`config.mk`:
```
export PLATFORM = sky130hd
export DESIGN_NAME = router_ingress_ctrl
export DESIGN_NICKNAME = d
export VERILOG_FILES = /design/src/rtl/router_pkg.sv /design/src/rtl/router_parity_acc.sv /design/src/rtl/router_ingress_ctrl.sv
export SDC_FILE = /design/constraint.sdc
export NUM_CORES = 1
export LEC_CHECK = 0
export CORE_MARGIN = 3
export CORE_UTILIZATION = 50
export CTS_CLUSTER_DIAMETER = 200
export DETAILED_ROUTE_END_ITERATION = 8
export GPL_TIMING_DRIVEN = 0
export PLACE_DENSITY = 0.76
export SLEW_MARGIN = 20
export SYNTH_ARGS = -nofsm -noshare
export SYNTH_HDL_FRONTEND = slang
export SYNTH_SLANG_ARGS = --single-unit
```
`constraint.sdc`:
```
create_clock -name clock -period 4.4 [get_ports clock]
set_input_delay 0.44 -clock clock [delete_from_list [all_inputs] [get_ports clock]]
set_output_delay 0.44 -clock clock [all_outputs]
set_load 0.02 [all_outputs]
```
`src/rtl/router_pkg.sv`:
```
// Shared types and header field helpers for the 1x3 router ingress path.
package router_pkg;

    localparam int NUM_PORTS = 3;

    localparam int HDR_LEN_MSB  = 7;
    localparam int HDR_LEN_LSB  = 2;
    localparam int HDR_ADDR_MSB = 1;
    localparam int HDR_ADDR_LSB = 0;

    localparam logic [1:0] ADDR_INVALID = 2'b11;

    typedef enum logic [2:0] {
        ST_IDLE,
        ST_WAIT_EMPTY,
        ST_HDR,
        ST_DATA,
        ST_PARITY,
        ST_CHECK,
        ST_DROP
    } ingress_state_e;

    function automatic logic [5:0] hdr_len(input logic [7:0] hdr);
        return hdr[HDR_LEN_MSB:HDR_LEN_LSB];
    endfunction

    function automatic logic [1:0] hdr_addr(input logic [7:0] hdr);
        return hdr[HDR_ADDR_MSB:HDR_ADDR_LSB];
    endfunction

    // The invalid address decodes to no port at all, so it can never raise a write.
    function automatic logic [NUM_PORTS-1:0] port_onehot(input logic [1:0] addr);
        logic [NUM_PORTS-1:0] oh;
        oh = '0;
        for (int i = 0; i < NUM_PORTS; i++) begin
            oh[i] = (addr == 2'(i));
        end
        return oh;
    endfunction

endpackage

```
`src/rtl/router_parity_acc.sv`:
```
// Running XOR of header and payload bytes, with a live compare against a candidate parity byte.
module router_parity_acc (
    input  logic       clock,
    input  logic       reset,
    input  logic       load,
    input  logic       enable,
    input  logic [7:0] data,
    input  logic [7:0] cmp_byte,
    output logic       match
);

    logic [7:0] acc_q;

    always_ff @(posedge clock) begin
        if (reset) begin
            acc_q <= '0;
        end else if (load) begin
            acc_q <= data;
        end else if (enable) begin
            acc_q <= acc_q ^ data;
        end
    end

    assign match = (acc_q == cmp_byte);

endmodule

```
`src/rtl/router_ingress_ctrl.sv`:
```
// Ingress controller: decodes the packet header, steers bytes into the addressed FIFO
// and checks the trailing parity byte.
//
// state       | meaning
// ------------+--------------------------------------------------------------
// IDLE        | waiting for a header byte, source free to send
// WAIT_EMPTY  | header latched, holding source until destination FIFO drains
// HDR         | writing the latched header with lfd_state marker
// DATA        | forwarding payload bytes, counting up to the header length
// PARITY      | forwarding the parity byte and capturing the compare result
// CHECK       | publishing parity result, source held for one cycle
// DROP        | invalid address, absorbing bytes until pkt_valid drops
module router_ingress_ctrl #(
    parameter int NUM_PORTS = 3
) (
    input  logic                 clock,
    input  logic                 reset,
    input  logic                 pkt_valid,
    input  logic [7:0]           data_in,
    input  logic [NUM_PORTS-1:0] fifo_full,
    input  logic [NUM_PORTS-1:0] fifo_empty,
    output logic                 busy,
    output logic [NUM_PORTS-1:0] write_enb,
    output logic                 lfd_state,
    output logic [7:0]           dout,
    output logic                 err,
    output logic                 parity_done
);

    import router_pkg::*;

    ingress_state_e state, next_state;

    logic [7:0]           hdr_q;
    logic [5:0]           count_q;
    logic                 mismatch_q;
    logic [1:0]           addr_q;
    logic [5:0]           len_q;
    logic [NUM_PORTS-1:0] dest_oh;
    logic                 full_sel;
    logic                 empty_sel;
    logic                 hdr_empty;

    logic hdr_load;
    logic acc_load;
    logic acc_en;
    logic cnt_inc;
    logic par_take;
    logic acc_match;

    assign addr_q    = hdr_addr(hdr_q);
    assign len_q     = hdr_len(hdr_q);
    assign dest_oh   = port_onehot(addr_q);
    assign full_sel  = |(fifo_full & dest_oh);
    assign empty_sel = |(fifo_empty & dest_oh);
    assign hdr_empty = |(fifo_empty & port_onehot(hdr_addr(data_in)));

    router_parity_acc u_parity_acc (
        .clock    (clock),
        .reset    (reset),
        .load     (acc_load),
        .enable   (acc_en),
        .data     (data_in),
        .cmp_byte (data_in),
        .match    (acc_match)
    );

    always_ff @(posedge clock) begin
        if (reset) begin
            state <= ST_IDLE;
        end else begin
            state <= next_state;
        end
    end

    always_comb begin
        next_state = state;
        busy       = 1'b0;
        write_enb  = '0;
        lfd_state  = 1'b0;
        dout       = '0;
        hdr_load   = 1'b0;
        acc_load   = 1'b0;
        acc_en     = 1'b0;
        cnt_inc    = 1'b0;
        par_take   = 1'b0;

        case (state)
            ST_IDLE: begin
                if (pkt_valid) begin
                    hdr_load = 1'b1;
                    acc_load = 1'b1;
                    if (hdr_addr(data_in) == ADDR_INVALID) begin
                        next_state = ST_DROP;
                    end else if (hdr_empty) begin
                        next_state = ST_HDR;
                    end else begin
                        next_state = ST_WAIT_EMPTY;
                    end
                end
            end

            ST_WAIT_EMPTY: begin
                busy = 1'b1;
                if (empty_sel) begin
                    next_state = ST_HDR;
                end
            end

            ST_HDR: begin
                busy       = 1'b1;
                write_enb  = dest_oh;
                lfd_state  = 1'b1;
                dout       = hdr_q;
                next_state = (len_q != 6'd0) ? ST_DATA : ST_PARITY;
            end

            // Full is sampled in the same cycle as the write, so a full FIFO
            // simply turns the cycle into a stall.
            ST_DATA: begin
                busy = full_sel;
                if (pkt_valid && !full_sel) begin
                    write_enb = dest_oh;
                    dout      = data_in;
                    acc_en    = 1'b1;
                    cnt_inc   = 1'b1;
                    if ((count_q + 6'd1) == len_q) begin
                        next_state = ST_PARITY;
                    end
                end
            end

            ST_PARITY: begin
                busy = full_sel;
                if (pkt_valid && !full_sel) begin
                    write_enb  = dest_oh;
                    dout       = data_in;
                    par_take   = 1'b1;
                    next_state = ST_CHECK;
                end
            end

            ST_CHECK: begin
                busy       = 1'b1;
                next_state = ST_IDLE;
            end

            ST_DROP: begin
                if (!pkt_valid) begin
                    next_state = ST_IDLE;
                end
            end

            default: begin
                next_state = ST_IDLE;
            end
        endcase
    end

    always_ff @(posedge clock) begin
        if (reset) begin
            hdr_q       <= '0;
            count_q     <= '0;
            mismatch_q  <= 1'b0;
            err         <= 1'b0;
            parity_done <= 1'b0;
        end else begin
            if (hdr_load) begin
                hdr_q   <= data_in;
                count_q <= '0;
            end else if (cnt_inc) begin
                count_q <= count_q + 6'd1;
            end

            if (par_take) begin
                mismatch_q <= ~acc_match;
            end

            // parity_done is high for exactly the CHECK cycle; err follows at its end.
            parity_done <= par_take;

            if (state == ST_CHECK) begin
                err <= mismatch_q;
            end
        end
    end

endmodule
```
======== Word-level counts from Yosys, hierarchy flattened ========
Index checks and enable logic that the tools add are counted.
cells by class
  $add $sub $neg .......................... 1
  equality and inequality tests ........... 19
  mux-type cells .......................... 23
  bitwise logic cells ..................... 5
  reductions and logical operators ........ 14
operator list
  cell                                            number
  2-to-1 mux 3 bit                                9
  2-to-1 mux 8 bit                                3
  one-hot mux 3 bit (6 select lines)              1
  one-hot mux 8 bit (2 select lines)              1
  inequality test 2 bit (second input constant)   6
  OR reduction 3 bit                              4
  bitwise AND 3 bit                               3
  == test 3 bit (second input constant)           3
  == test 8 bit                                   1
  XOR 8 bit                                       1
  adder 6 x 1 -> 6 bit (second input constant)    1
  == test 2 bit (second input constant)           3
  == test 3 x 2 -> 1 bit (second input constant)  2
  == test 6 bit                                   1
  2-to-1 mux 1 bit                                6
  one-hot mux 3 bit (2 select lines)              1
  AND reduction 6 bit                             1
  nonzero test 6 bit                              1
  == test 2 x 1 -> 1 bit (second input constant)  2
  zero test 2 bit                                 2
  OR reduction 2 bit                              2
  == test 3 x 1 -> 1 bit (second input constant)  1
  zero test 3 bit                                 1
  2-to-1 mux 2 bit                                1
  other kinds (5)                                 5
word-level totals
  flip-flop bits (word level) ............. 28
  input port bits ......................... 17
  output and inout bits ................... 15

======== Logic depth before layout (Yosys ltp) ========
  depth after elaboration ................. 9
  depth in mapped cells ................... 7
  gate-level depth less buffers ........... 6

======== Cells and area by module ========
Synthesis repeated with hierarchy kept, for this count alone.
second synthesis, totals
  cells, all modules ...................... 222
  area, all modules ....................... 1823.0 sq um
by module, submodules not included
  module               instances  cells each  area each (sq um)
  router_ingress_ctrl  1          160         1333.8
  router_parity_acc    1          62          489.2

======== Least setup slack after synthesis ========
OpenSTA, ideal clock, no wires.
  path kind ............................... reg2out
  start ................................... register hdr_q[1]
  end ..................................... output write_enb[1]
  arrival time ............................ 1.797 ns
  path slack .............................. 2.163 ns
  cell stages (with the launch flop) ...... 7
  path buffers ............................ 1
  cells stage by stage .................... dfxtp_1 -> buf_6 -> mux2i_2 -> o2111ai_1 -> nand2_1 -> nor2_1 -> nor3b_1
between the ends
  word-level cells in the longest chain between the ends .. 7
  elaborated cells between the ends (all ways) .. 9
  those cells by class .................... 2 x eq/ne; 2 x mux; 1 x bitwise; 4 x reduce/logical
ends and longest elaborated chain
  element                                         line                                                    source
  start, declared                                 router_ingress_ctrl.sv:34                               logic [7:0] hdr_q;
  start signal, assigned                          router_ingress_ctrl.sv:169                              hdr_q <= data_in;
  == test 2 x 1 -> 1 bit (tied with other cells)  router_pkg.sv:36                                        oh[i] = (addr == 2'(i));
  bitwise AND 3 bit                               router_ingress_ctrl.sv:54                               assign full_sel = |(fifo_full & dest_oh);
  OR reduction 3 bit                              router_ingress_ctrl.sv:54
  zero test 1 bit                                 router_ingress_ctrl.sv:122, router_ingress_ctrl.sv:135
  logical AND 1 bit                               router_ingress_ctrl.sv:122, router_ingress_ctrl.sv:135
  2-to-1 mux 3 bit                                router_ingress_ctrl.sv:122, router_ingress_ctrl.sv:135
  one-hot mux 3 bit (2 select lines) *            router_ingress_ctrl.sv:88                               case (state)
  end, declared                                   router_ingress_ctrl.sv:23                               output logic [NUM_PORTS-1:0] write_enb,
Mark *: on every way between the ends. The rest lies on a longest branch, timed or not.

======== Worst setup path in the final report ========
  start ................................... input fifo_full[2]
  end ..................................... output write_enb[2]
between the ends
  word-level cells in the longest chain between the ends .. 6
ends and longest elaborated chain
  element                             line                                                    source
  start, declared                     router_ingress_ctrl.sv:20                               input logic [NUM_PORTS-1:0] fifo_full,
  bitwise AND 3 bit                   router_ingress_ctrl.sv:54
  OR reduction 3 bit                  router_ingress_ctrl.sv:54
  zero test 1 bit                     router_ingress_ctrl.sv:122, router_ingress_ctrl.sv:135
  logical AND 1 bit                   router_ingress_ctrl.sv:122, router_ingress_ctrl.sv:135
  2-to-1 mux 3 bit                    router_ingress_ctrl.sv:122, router_ingress_ctrl.sv:135
  one-hot mux 3 bit (2 select lines)  router_ingress_ctrl.sv:88
No other way between the ends.

==> results.sh <==
export IMPL_residual_antenna_violating_net_count_after_detailed_routing=0
export IMPL_final_hold_viol_count=0
export IMPL_pin_count_of_the_biggest_net_entering_global_routing=17
export IMPL_synth_sequential_area_ratio_pct=30.5
export IMPL_relSlewSlack_pct=48.2
export IMPL_clock_skew_ns=0.00904
export IMPL_tritoncts="built"
export IMPL_timing_max_transition_violations_final=0
export IMPL_endpoints_failing_setup=0
export IMPL_pwr_share_clk_pct=17.4
export IMPL_worst_setup_hold_path_clk_slew_ns=0.10
export IMPL_drt_first_pass_iters=4
export IMPL_startpoint_type="primary input"
export IMPL_cts_sinks=28
export IMPL_r2r_worst_path_cells=6
export IMPL_synth_nets=250
export IMPL_critical_path_top_delay_family="buffers and inverters"
export IMPL_io_pins=32
export IMPL_worstPathRequired_ns=3.96
export IMPL_placed_cell_areas_sq_um=2190
export IMPL_p_comb_share_pct=52.3
export IMPL_critical_path_top_cell_by_count="sky130_fd_sc_hd__clkdlybuf4s50_1"
export IMPL_cts_max_path_buffers=2
export IMPL_via_count_of_the_first_global_routing_pass=1598
export IMPL_die_width_um=66.7
export IMPL_routed_via_count=1809
export IMPL_syn_inst=232
export IMPL_syn2layout_area_growth_pct=22.8
export IMPL_post_cts_resize_count=0
export IMPL_die_h_um=66.7
export IMPL_hpwlAfterDp_mm=3.32
export IMPL_final_cell_area_sq_um=2260
export IMPL_cp_cell_sequence="clkdlybuf4s50_1, mux2i_2, o2111ai_1, nand2_1, nor2_1, nor3b_1, clkdlybuf4s50_1"
export IMPL_finalWirelength_mm=4.53
export IMPL_post_synth_num_cell_types=54
export IMPL_fin_crit_sh_pct=73.7
export IMPL_crit_path_max_fanout=9
export IMPL_grt_overflow=0
export IMPL_most_common_layout_cells="sky130_fd_sc_hd__nand2_1, sky130_fd_sc_hd__clkdlybuf4s50_1, sky130_fd_sc_hd__dfxtp_1"
export IMPL_synth_largest_area_cell="sky130_fd_sc_hd__dfxtp_1"
export IMPL_slowest_delay_ns=0.64
export IMPL_min_delay_worst_endpoint="err"
export IMPL_antenna_found_initial=0
export IMPL_net_sw_power_w=0.000478
export IMPL_clock_h_tree_levels=1
export IMPL_cts_root_buf="sky130_fd_sc_hd__clkbuf_8"
export IMPL_critical_path_n_buffers_inverters=2
export IMPL_initial_utilization_pct=53.4
export IMPL_io_buffers=29
export IMPL_drv_max_cap_violation_count=0
export IMPL_drive_above_1_share_pct=7.92
export IMPL_dieArea_sq_um=4440
export IMPL_detailedRoute_firstIterationViolations=110
export IMPL_crit_slowest_cell="sky130_fd_sc_hd__clkdlybuf4s50_1"
export IMPL_crit_reg2reg_launch="state[2]"
export IMPL_power_density_nw_per_um2=515
export IMPL_syn_area_sq_um=1840
export IMPL_worstSetupPathType="in -> out"
export IMPL_r2r_slack_ns=2.47
export IMPL_cp_arrival_ns=2.80
export IMPL_grt_pass1_wl_mm=7.35
export IMPL_routability_congestion=0.816
export IMPL_slew_of_the_pin_with_the_lowest_slew_margin_ns=0.771
export IMPL_worstHoldPathType="reg -> reg"
export IMPL_max_freq_mhz=308
export IMPL_grtUsageTotal_pct=21.4
export IMPL_fillCellCount=323
export IMPL_irDropWorstVdd_uv=288
export IMPL_holdBufCountCts=0
export IMPL_mostFrequentLayoutCell="sky130_fd_sc_hd__nand2_1"
export IMPL_post_drt_via_cell_ratio=5.82
export IMPL_synth_top_cell_area_share_pct=30.5
export IMPL_hold_path_depth=2
export IMPL_outcome="finished, final reports clean"
export IMPL_leakagePower_nw=0.779
export IMPL_cts_setup_buffers=0
export IMPL_critical_path_endpoint_type="primary output"
export IMPL_drc_violation_count_after_routing=0
export IMPL_internal_power_w=0.000686
export IMPL_fp_row_count=21
export IMPL_pwr_share_seq_pct=30.4
export IMPL_n_antenna_cell=0
export IMPL_setup_tns_ns=0
export IMPL_post_synth_cell_area_avg_sq_um=7.93
export IMPL_finalNetCount=284
export IMPL_synth_async_reset_ratio_pct=0
export IMPL_synthTopCellsByArea="sky130_fd_sc_hd__dfxtp_1, sky130_fd_sc_hd__nand2_1, sky130_fd_sc_hd__xnor2_1"
export IMPL_synth_seq_cells=28
export IMPL_cts_buffers=3
export IMPL_sw_frac_of_total_pct=41.1
export IMPL_synthFlopType="sky130_fd_sc_hd__dfxtp_1"
export IMPL_period_minus_slack_ns=3.24
export IMPL_worstSkewPairLatency_ns=0.28
export IMPL_synth_edf_count=0
export IMPL_min_delay_start="err"
export IMPL_synth_yosys_warnings=0
export IMPL_reg2reg_to="count_q[4]"
export IMPL_rsz0062_at_grt="false"
export IMPL_design_core_area_sq_um=3440
export IMPL_routed_wire_length_per_instance_um=14.6
## registers in the layout, summed over array words and instances (netlist names)
| signal | count |
|---|---|
| err | 1 |
| count_q | 6 |
| hdr_q | 8 |
| mismatch_q | 1 |
| parity_done | 1 |
| u_parity_acc.acc_q | 8 |
| state | 3 |
## power by group through the flow
stage | sequential (W) | clock (W) | combinational [W]
2_1_floorplan | 0.000345 | 0 | 0.000440
3_3_place_gp | 0.000356 | 0 | 0.000598
3_5_place_dp | 0.000359 | 0 | 0.000600
4_1_cts | 0.000353 | 0.000205 | 0.000603
5_1_grt | 0.000360 | 0.000220 | 0.000663
6_report | 0.000354 | 0.000202 | 0.000608
## synth_stat cells, drive strengths merged, types with 3 or more instances
| cell | instances |
|---|---|
| a21oi | 15 |
| a22o | 8 |
| a31oi | 4 |
| a32oi | 8 |
| buf | 6 |
| clkbuf | 10 |
| dfxtp | 28 |
| inv | 5 |
| mux2i | 3 |
| nand2 | 35 |
| nand2b | 3 |
| nand3b | 3 |
| nand4 | 3 |
| nor2 | 23 |
| nor3 | 7 |
| nor3b | 4 |
| o21ai | 14 |
| or3 | 3 |
| xnor2 | 11 |
| xor2 | 4 |
## final cells by class
type	count	area (sq um)	share of cell area, %
Multi-Input combinational cell	183	1190	52.6
Tap cell	46	57.6	2.55
Clock buffer	3	41.3	1.83
Buffer	16	72.6	3.21
Inverter	5	18.8	0.831
Clock inverter	1	30.0	1.33
Timing Repair Buffer	29	290	12.9
Sequential cell	28	561	24.8
## metrics by stage
stage / hold slack [ns] / util (%) / instances / setup WS [ns] / total power [W]
floorplan: 0.460 / - / 232 / 2.16 / 0.000785
global placement: 0.447 / 63.5 / 307 / 1.20 / 0.000955
CTS: 0.462 / 65.6 / 311 / 1.18 / 0.00116
finish: 0.461 / 65.6 / 311 / 1.16 / 0.00116
global route: 0.507 / 65.6 / 311 / 0.978 / 0.00124
detailed placement: 0.448 / 63.5 / 307 / 1.20 / 0.000959
## routing by layer
metal | track usage (%) | up-vias | wire length (um)
li1 | - | 914 | -
met1 | 26.9 | 839 | 2180
met2 | 37.7 | 50 | 2050
met3 | 3.20 | 6 | 230
met4 | 5.58 | 0 | 66
met5 | 0 | - | 0
## worst register-to-register path, delay by kind of cell (launching register included)
kind | cells | cell delay (ns)
AND/OR/NAND/NOR | 3 | 0.87
flip-flops | 1 | 0.30
buffers and inverters | 3 | 0.65
## logic make-up (layout without fill, tap and decap cells)
group / Yosys count / count (layout) / synth area share [%]
AOI/OAI and AO/OA: 67 / 67 / 27.8
xor gates and xnor gates: 15 / 15 / 7.14
adders and majority gates: 1 / 1 / 0.680
buffers and inverters: 21 / 54 / 4.97
DFF: 28 / 28 / 30.5
muxes: 4 / 4 / 2.65
and+or+nand+nor: 96 / 96 / 26.3
## how the worst max path moves through the flow
stage               slack [ns]           end  cells past startpoint         start
floorplan                 2.16  write_enb[1]                      6      hdr_q[1]
finish                    1.16  write_enb[2]                      7  fifo_full[2]
detailed placement        1.20  write_enb[2]                      7  fifo_full[2]
global route              0.98  write_enb[2]                      7      state[0]
global placement          1.20  write_enb[2]                      7  fifo_full[0]
CTS                       1.18  write_enb[2]                      7  fifo_full[2]
(Power assumes the default switching activity.)
